File: src/rtl/mpu_bus_pkg.sv
// Shared types and limits for the MPU bus master.
// Used by mpu_bus_master and mpu_wait_counter.
package mpu_bus_pkg;

    localparam int MPU_ADDR_WIDTH  = 16;
    localparam int MPU_DATA_WIDTH  = 16;
    localparam int MPU_WAIT_CYCLES = 2;
    localparam int MPU_WAIT_MIN    = 2;
    localparam int MPU_WAIT_MAX    = 15;

    typedef enum logic [2:0] {
        IDLE   = 3'd0,
        SETUP  = 3'd1,
        STROBE = 3'd2,
        HOLD   = 3'd3,
        RESP   = 3'd4
    } mpu_state_t;

    // Counter load value for a strobe of 'cycles' clocks.
    // Out-of-range values are clamped into the legal strobe range.
    function automatic logic [3:0] wait_load(input int cycles);
        int c;
        c = cycles;
        if (c < MPU_WAIT_MIN) c = MPU_WAIT_MIN;
        if (c > MPU_WAIT_MAX) c = MPU_WAIT_MAX;
        return 4'(c - 1);
    endfunction

endpackage

File: src/rtl/mpu_wait_counter.sv
// Loadable 4-bit down-counter timing the strobe phase.
// done is high whenever the count has reached zero.
module mpu_wait_counter
    import mpu_bus_pkg::*;
(
    input  logic       clk,
    input  logic       reset,
    input  logic       load,
    input  logic [3:0] load_val,
    input  logic       dec,
    output logic       done
);

    logic [3:0] count;

    always_ff @(posedge clk) begin
        if (reset) begin
            count <= 4'd0;
        end else if (load) begin
            count <= load_val;
        end else if (dec && (count != 4'd0)) begin
            count <= count - 4'd1;
        end
    end

    assign done = (count == 4'd0);

endmodule

File: src/rtl/mpu_bus_master.sv
// Command/response to asynchronous MPU bus master with registered bus outputs.
// Optional macro MPU_BUS_MASTER_POSTED_WR_EN: writes complete without a response.
module mpu_bus_master
    import mpu_bus_pkg::*;
#(
    parameter int ADDR_WIDTH  = MPU_ADDR_WIDTH,
    parameter int DATA_WIDTH  = MPU_DATA_WIDTH,
    parameter int WAIT_CYCLES = MPU_WAIT_CYCLES
) (
    input  logic                  clk,
    input  logic                  reset,
    input  logic                  cmd_valid,
    output logic                  cmd_ready,
    input  logic                  cmd_wr,
    input  logic [1:0]            cmd_be,
    input  logic [ADDR_WIDTH-1:0] cmd_addr,
    input  logic [DATA_WIDTH-1:0] cmd_wdata,
    output logic                  rsp_valid,
    input  logic                  rsp_ready,
    output logic [DATA_WIDTH-1:0] rsp_rdata,
    output logic                  _mpu_en,
    output logic                  _mpu_rd,
    output logic                  _mpu_wr,
    output logic [1:0]            _mpu_be,
    output logic [ADDR_WIDTH-1:0] mpu_addr,
    output logic [DATA_WIDTH-1:0] mpu_data_out,
    input  logic [DATA_WIDTH-1:0] mpu_data_in
);

    // Handshake: a transfer happens on a rising edge where valid and ready are both 1;
    // valid never waits on ready, and ready is a registered flag that is 1 only in IDLE.

    mpu_state_t            state, nxt;
    logic                  lat_wr;
    logic [1:0]            lat_be;
    logic [ADDR_WIDTH-1:0] lat_addr;
    logic [DATA_WIDTH-1:0] lat_wdata;
    logic                  accept, cnt_load, cnt_done, bus_active;
    logic                  sel_wr;
    logic [1:0]            sel_be;
    logic [ADDR_WIDTH-1:0] sel_addr;
    logic [DATA_WIDTH-1:0] sel_wdata;

    mpu_wait_counter u_wait (
        .clk      (clk),
        .reset    (reset),
        .load     (cnt_load),
        .load_val (wait_load(WAIT_CYCLES)),
        .dec      (state == STROBE),
        .done     (cnt_done)
    );

    assign accept = (state == IDLE) && cmd_valid;

    always_comb begin
        nxt      = state;
        cnt_load = 1'b0;
        case (state)
            IDLE:    if (cmd_valid) nxt = SETUP;
            SETUP: begin
                nxt      = STROBE;
                cnt_load = 1'b1;
            end
            STROBE:  if (cnt_done) nxt = HOLD;
            HOLD: begin
`ifdef MPU_BUS_MASTER_POSTED_WR_EN
                nxt = lat_wr ? IDLE : RESP;
`else
                nxt = RESP;
`endif
            end
            RESP:    if (rsp_ready) nxt = IDLE;
            default: nxt = IDLE;
        endcase
    end

    // Bus outputs are registered from the next state, so on the acceptance edge
    // the command fields come straight from the inputs rather than the latches.
    always_comb begin
        sel_wr     = accept ? cmd_wr    : lat_wr;
        sel_be     = accept ? cmd_be    : lat_be;
        sel_addr   = accept ? cmd_addr  : lat_addr;
        sel_wdata  = accept ? cmd_wdata : lat_wdata;
        bus_active = (nxt == SETUP) || (nxt == STROBE) || (nxt == HOLD);
    end

    always_ff @(posedge clk) begin
        if (reset) begin
            state        <= IDLE;
            lat_wr       <= 1'b0;
            lat_be       <= 2'b00;
            lat_addr     <= '0;
            lat_wdata    <= '0;
            cmd_ready    <= 1'b1;
            rsp_valid    <= 1'b0;
            rsp_rdata    <= '0;
            _mpu_en      <= 1'b1;
            _mpu_rd      <= 1'b1;
            _mpu_wr      <= 1'b1;
            _mpu_be      <= 2'b11;
            mpu_addr     <= '0;
            mpu_data_out <= '0;
        end else begin
            state     <= nxt;
            cmd_ready <= (nxt == IDLE);
            rsp_valid <= (nxt == RESP);
            if (accept) begin
                lat_wr    <= cmd_wr;
                lat_be    <= cmd_be;
                lat_addr  <= cmd_addr;
                lat_wdata <= cmd_wdata;
                rsp_rdata <= '0;
            end else if ((state == STROBE) && cnt_done && !lat_wr) begin
                rsp_rdata <= mpu_data_in;
            end
            _mpu_en      <= !bus_active;
            _mpu_rd      <= !((nxt == STROBE) && !sel_wr);
            _mpu_wr      <= !((nxt == STROBE) && sel_wr);
            _mpu_be      <= bus_active ? ~sel_be : 2'b11;
            mpu_addr     <= bus_active ? sel_addr : '0;
            mpu_data_out <= (bus_active && sel_wr) ? sel_wdata : '0;
        end
    end

endmodule

File: config.mk
export PLATFORM = sky130hd
export DESIGN_NAME = mpu_bus_master
export DESIGN_NICKNAME = d
export VERILOG_FILES = /design/src/rtl/mpu_bus_pkg.sv /design/src/rtl/mpu_wait_counter.sv /design/src/rtl/mpu_bus_master.sv
export SDC_FILE = /design/constraint.sdc
export NUM_CORES = 1
export LEC_CHECK = 0
export CAP_MARGIN = 5
export CORE_UTILIZATION = 49
export DETAILED_ROUTE_END_ITERATION = 8
export GPL_TIMING_DRIVEN = 0
export PLACE_DENSITY = 0.84
export SYNTH_ARGS = -nofsm -noshare
export SYNTH_HDL_FRONTEND = slang
export SYNTH_HIERARCHICAL = 1
export SYNTH_SLANG_ARGS = --single-unit
File: constraint.sdc
create_clock -name clk -period 4.78 [get_ports clk]
set_input_delay 0.956 -clock clk [delete_from_list [all_inputs] [get_ports clk]]
set_output_delay 0.956 -clock clk [all_outputs]
set_load 0.005 [all_outputs]
# Word level (Yosys, flattened, before mapping)
# Index checks and enable logic that the tools add are counted.
[totals]
reg_bits = 97
inputBits = 55
output_inout_bits = 55
elab_cells = 62
[classes]
add_sub_neg = 1
n_eq_ne = 8
muxes = 11
n_bitwise = 3
n_reduce_logical = 23
[ops]
columns = ["cell", "count"]
rows = [
  ["16-bit 2-to-1 mux", 2],
  ["3-bit one-hot mux with 5 select lines", 1],
  ["3-bit by 2-bit equality test with 1-bit output (second input constant)", 4],
  ["3-bit 2-to-1 mux", 3],
  ["2-bit OR reduction", 4],
  ["1-bit logical AND", 7],
  ["3-bit by 1-bit equality test with 1-bit output (second input constant)", 2],
  ["3-bit equality test (second input constant)", 2],
  ["3-bit zero test", 2],
  ["1-bit zero test", 5],
  ["4-bit zero test", 1],
  ["1-bit 2-to-1 mux", 4],
  ["4-bit nonzero test", 1],
  ["4-bit by 1-bit subtractor with 4-bit output (second input constant)", 1],
  ["1-bit logical OR", 2],
  ["2-bit 2-to-1 mux", 1],
  ["1-bit inverter", 2],
  ["2-bit inverter", 1],
  ["2-bit nonzero test", 1],
]

# Logic depth before layout (Yosys ltp)
# Gate-level depths: netlist (run 1).
[logic_depth]
word_depth = 9
mapped_depth = 9
ltp_nobuf = 7

# By module
# The synthesis (run 1) kept the hierarchy.
[by_module_without_submodules]
columns = ["mod", "n_inst", "cells_per_inst", "area_each_um2"]
rows = [
  ["mpu_bus_master", 1, 338, 3165.5],
  ["mpu_wait_counter", 1, 29, 262.8],
]

# Worst setup path after synthesis (run 1)
# OpenSTA, ideal clock, no wires.
[synth_path]
path_type = "input-to-reg"
from = "input cmd_valid"
to = "register rsp_rdata[10]"
setup_ns = 0.119
t_arrival_ns = 2.085
required_time_ns = 4.661
path_slack_ns = 2.576
cell_stages = 6
path_buffers = 3
path_cell_list = "or4b_2 clkbuf_1 nand2b_1 clkbuf_2 buf_4 a21oi_1"
[synth_between]
elab_chain_len = 2
[synth_lines]
columns = ["item", "line", "rtl"]
rows = [
  ["from (decl)", "mpu_bus_master.sv:12", "input logic cmd_valid,"],
  ["1-bit logical AND", "mpu_bus_master.sv:53", "assign accept = (state == IDLE) && cmd_valid;"],
  ["2-bit OR reduction (no line)", "n/a", ""],
  ["to (signal assigned)", "mpu_bus_master.sv:114", "rsp_rdata <= mpu_data_in;"],
  ["to (decl)", "mpu_bus_master.sv:20", "output logic [DATA_WIDTH-1:0] rsp_rdata,"],
]
# Every way passes these cells.
# A chain may end at the register's enable or synchronous reset.

# Final worst setup path (run 1)
[layout_path]
from = "input reset"
to = "register mpu_data_out[3]"
[layout_between]
elab_chain_len = 1
[layout_lines]
columns = ["item", "line", "rtl"]
rows = [
  ["from (decl)", "mpu_bus_master.sv:11", "input logic reset,"],
  ["2-bit OR reduction (no line)", "n/a", ""],
  ["to (signal assigned)", "mpu_bus_master.sv:121", "mpu_data_out <= (bus_active && sel_wr) ? sel_wdata : '0;"],
  ["to (decl)", "mpu_bus_master.sv:26", "output logic [DATA_WIDTH-1:0] mpu_data_out,"],
]
# Every way passes these cells.

==> results of run 1 <==
==> path summary, 6_finish.rpt <==
| path | from | end | slack (ns) | cells after the start |
|---|---|---|---|---|
| worst min-delay path | lat_wdata[9] | lat_wdata[9] | 0.46 | 2 |
| worst max-delay path | reset | mpu_data_out[3] | 2.09 | 6 |
| worst min register to register | lat_wdata[9] | lat_wdata[9] | 0.46 | 2 |
| worst max register to register | state[2] | u_wait/count[3] | 2.42 | 8 |
==> layout by cell type (no fill, tap or decap), types with 3 or more instances in the layout <==
cell / count
clkdlybuf4s50_1: 109
dfxtp_1: 97
nand2_1: 68
a21oi_1: 52
nand3_1: 18
clkbuf_1: 17
o21ai_0: 17
a211oi_1: 17
a22o_1: 16
nor2_1: 10
clkbuf_8: 10
buf_2: 9
mux2i_1: 5
nand2b_1: 4
inv_1: 4
conb_1: 4
nand3b_1: 3
nor3_1: 3
==> cell type report <==
class	count	area (µm²)	share of cell area
Buffer	29	125	0.0257
Clock buffer	10	138	0.0282
Clock inverter	6	88.8	0.0182
Inverter	5	18.8	0.00385
Multi-Input combinational cell	238	1350	0.277
Sequential cell	97	1940	0.398
Tap cell	96	120	0.0246
Timing Repair Buffer	109	1090	0.224
==> power by group through the flow <==
stage	clock network [µW]	registers, µW	logic [µW]
2_1_floorplan	0	917	222
3_5_place_dp	0	919	390
6_report	583	900	390
4_1_cts	595	901	391
5_1_grt	629	908	431
3_3_place_gp	0	916	378
==> per-stage QoR <==
step           hold slack (ns)   util  instances
2_1_floorplan            0.437      -        369
3_5_place_dp             0.447  0.684        574
4_1_cts                  0.461  0.717        590
3_3_place_gp             0.442  0.684        574
5_1_grt                  0.480  0.717        590
6_report                 0.461  0.717        590
==> registers in the layout, indices dropped and copies added (netlist names) <==
name,cells
u_wait/count,4
_mpu_wr,1
lat_wr,1
rsp_rdata,16
rsp_valid,1
_mpu_en,1
lat_wdata,16
mpu_data_out,16
cmd_ready,1
lat_addr,16
lat_be,2
_mpu_be,2
mpu_addr,16
_mpu_rd,1
state,3
==> metal layers <==
layer / vias up / part of all wire
li1: 1520 / -
met1: 1412 / 0.42
met2: 87 / 0.51
met3: 4 / 0.066
met4: 0 / 0.0068
met5: - / 0
==> cell families (layout without fill, tap and decap cells) <==
group,Yosys count,after routing,share of synthesized area
AOI/OAI and AO/OA,108,108,0.200
buffers and inverters,34,159,0.0420
adders and majority gates,1,1,0.00365
DFF,97,97,0.566
xor gates and xnor gates,1,1,0.00256
other,2,4,0.00219
muxes,5,5,0.0146
and+or+nand+nor,119,119,0.169
==> critical path, stage by stage <==
cell and delay, ns:
clkdlybuf4s50_1 0.65, nor2_1 0.40, and3b_1 0.22, clkbuf_1 0.29
buf_2 0.30, a22o_1 0.16
==> flow_summary.toml, run 1 <==
[pwr]
power_frac_seq = 0.481
comb_power_share = 0.208
powerDensity_nw_per_um2 = 384
p_sw_frac = 0.275
clockPowerShare = 0.311
power_switching_uw = 514
power.total_uw = 1870
ir_worst_vdd_uv = 206
intPower_uw = 1360
cellLeakagePower_uw = 0.00176

[synth]
yosysWarningCount = 6
yosysTopAreaCell = "dfxtp_1"
syn_inst = 367
yosys.area.top_type_share = 0.566
ys_top_cells_by_area = "dfxtp_1, a21oi_1, nand2_1"
async_flop_share = 0
synth-edff-count = 0
yosys.cell_types.count = 38
synth_seq_cells = 97
synth_seq_area_share = 0.566
synth_common_cells = "dfxtp_1, nand2_1, a21oi_1"
syn_area_um2 = 3430
avgSynthCellArea_um2 = 9.34
synth-main-ff-cell = "dfxtp_1"
synth.most_common_cell = "dfxtp_1"

[clock_network]
cts_sinks = 97
h-tree-depth = 3
cts-root-buf = "clkbuf_8"
cts_tree = "yes"
cts_resized = 0
ctsHoldBuffers = 0
clk_pin_slew_ns = 0.09
clockBufferDepth = 2
cts_buffers = 9
cts_setup_buffers = 0
clock_latency_ns = 0.35

[final_layout]
design_area_um2 = 4870
fin_nets = 545
syn_to_final_growth_pct = 42.2
num_antenna_cells = 0
drive_above_1_share = 0.0688
fillers = 531

[die]
die_h_um = 85.6
die_area_um2 = 7340
initial_core_util = 0.505
design.core.area_um2 = 6790
io_pins = 110
rows = 30
die_w_um = 85.6

[grt]
use_met2 = 0.396
grt_most_used_layer = "met2"
grt_pass1_vias = 2842
met3_usage = 0.0645
grtUsageMet1 = 0.271
grt_max_degree = 17
grt_pass1_wl_um = 13100
grt_overflow = 0
grt.total_usage = 0.227
antenna_found_initial = 0

[setup_path]
cp.arrival_ns = 2.98
critPathKind = "in -> reg"
cp.required_ns = 5.08
crit_fanout = 12
cp-start-kind = "input pin"
end_kind = "flip-flop"

[detailed_routing]
dr.pass1.iters = 4
dr_total_vias = 3023
drt_iter0_markers = 94
post_drt_wl_per_cell_um = 13.8
detail_route.vias_per_cell = 5.12
drt_wl_total_um = 8150
drc = 0
detail-route-antenna-nets = 0

[timing]
rsz0062_at_grt = "false"
skew_ns = 0.0106
tightest_slew_ns = 0.738
slew_violations = 0
fin_crit_sh = 0.562
slew_headroom = 0.504
tns_ns = 0
hold_viol_final = 0
fmax_ghz = 0.372
setup_viol = 0
fin_crit_ns = 2.69
timing.final.ws_setup_ns = 2.09

[placed_design]
globalplace.congestion = 0.741
dp_hpwl_um = 5960
numPortBuffers = 109
placed_cell_area_um2 = 4650
dp_slack_ns = 1.73

[run_status]
outcome = "complete, no violations"

[flow_run]
drv_cap = 0

[min_path]
hp-class = "reg -> reg"
Power figures use the tool's default switching activity.
==> inputs of run 2 (changes only) <==
CORE_UTILIZATION = 41   (was 49)
PLACE_DENSITY = 0.75   (was 0.84)
clock period = 2.2 ns   (was 4.78 ns; I/O delays follow)
==> run 2 against run 1 <==
Hold slack got worse by 0.0045 ns. Die area rose by 19%. Count of clock-buffer cells in the layout did not move. Clock skew rose by 0.0019 ns. Sequential cell count did not move. Global-route usage fell by 3.2 points. Final area rose by 0.80%. Register-to-register slack got worse by 2.3 ns. Via count rose by 1.3%. Critical endpoint is now rsp_rdata[12].
==> flow_summary.toml, run 2 (same netlist as run 1, synthesis figures left out) <==
[clock_network]
cts_tree = "yes"
clk_pin_slew_ns = 0.09
clock_latency_ns = 0.36
cts_buffers = 9
clockBufferDepth = 2
ctsHoldBuffers = 0
cts-root-buf = "clkbuf_8"
cts_sinks = 97
h-tree-depth = 3

[pwr]
power.total_uw = 4030
power_switching_uw = 1160
intPower_uw = 2880
cellLeakagePower_uw = 0.00180
clockPowerShare = 0.293
p_sw_frac = 0.287
ir_worst_vdd_uv = 538
powerDensity_nw_per_um2 = 821
power_frac_seq = 0.486
comb_power_share = 0.222

[timing]
tns_ns = 0
fmax_ghz = 0.478
fin_crit_sh = 0.951
hold_slack_ns = 0.457
slew_headroom = 0.555
hold_viol_final = 0
fin_crit_ns = 2.09
tightest_slew_ns = 0.662
slew_violations = 0
setup_viol = 0
skew_ns = 0.0125

[detailed_routing]
dr_total_vias = 3062
drt_iter0_markers = 130
dr.pass1.iters = 4
drt_wl_total_um = 8320
post_drt_wl_per_cell_um = 13.9
detail_route.vias_per_cell = 5.11
detail-route-antenna-nets = 0
drc = 0

[final_layout]
fin_nets = 548
design_area_um2 = 4910
drive_above_1_share = 0.0905
fin_util = 0.623
layout_common_cells = "clkdlybuf4s50_1, dfxtp_1, nand2_1, a21oi_1, nand3_1"
num_antenna_cells = 0
syn_to_final_growth_pct = 43.3
layout_commonest_cell = "clkdlybuf4s50_1"

[placed_design]
globalplace.congestion = 0.762
dp_hpwl_um = 5890
numPortBuffers = 109
placed_cell_area_um2 = 4650

[die]
die_w_um = 93.4
rows = 32
die_h_um = 93.4
initial_core_util = 0.435
design.core.area_um2 = 7890
io_pins = 110
die_area_um2 = 8730

[grt]
grt.total_usage = 0.195
grt_max_degree = 17
grt_overflow = 0
grt_pass1_vias = 2863
grt_pass1_wl_um = 13200
antenna_found_initial = 0

[setup_path]
critPathKind = "in -> reg"
cp.arrival_ns = 2.34
reg2regPathDepth = 8
end_kind = "flip-flop"
cp.required_ns = 2.44
crit_fanout = 10
cp-start-kind = "input pin"

[run_status]
outcome = "complete, no violations"

[min_path]
whs_path_depth = 2
hp-class = "reg -> reg"

[flow_run]
drv_cap = 0
run 2: metrics by stage:
step / cells / setup slack, ns
final: 599 / 0.108
after detailed placement: 580 / -0.285
after floorplan: 369 / 0.192
after global placement: 580 / -0.270
after global routing: 599 / -0.00695
after CTS: 596 / 0.00760
run 2: critical path: stages:
cell	delay, ns
clkdlybuf4s50_1	0.56
or4b_2	0.59
clkbuf_1	0.19
nand2b_1	0.10
clkbuf_2	0.19
buf_4	0.20
a21oi_1	0.05
run 2: layout make-up:
class,count,area [µm²]
buffer,29,144
clock buffer,10,138
clock inverter,6,65.1
fill,666,2980
inverter,5,18.8
multi-input combinational,238,1360
sequential,97,1940
tap,102,128
timing repair buffer,112,1110
run 2: worst paths after layout:
check	from	end	slack, ns
setup / recovery	cmd_valid	rsp_rdata[12]	0.11
hold / removal	lat_wdata[9]	lat_wdata[9]	0.46
setup reg to reg	state[2]	u_wait/count[3]	0.16
hold reg to reg	lat_wdata[9]	lat_wdata[9]	0.46
run 2: power by group through the flow:
stage,combinational (µW),clock [µW],sequential (µW)
after detailed placement,844,0,2000
after global placement,828,0,1990
after global routing,988,1270,1980
after CTS,857,1210,1960
final,893,1180,1960
after floorplan,483,0,1990
run 2: routing by layer:
layer	GRT usage	wire [µm]
met1	0.246	3760
met2	0.309	3830
met3	0.0439	597
met4	0.105	137
met5	0	0
run 2: repair_timing:
item,CTS,global route
buffers inserted,0,3
endpoints found under the setup margin,11,22
resized for setup,3,14
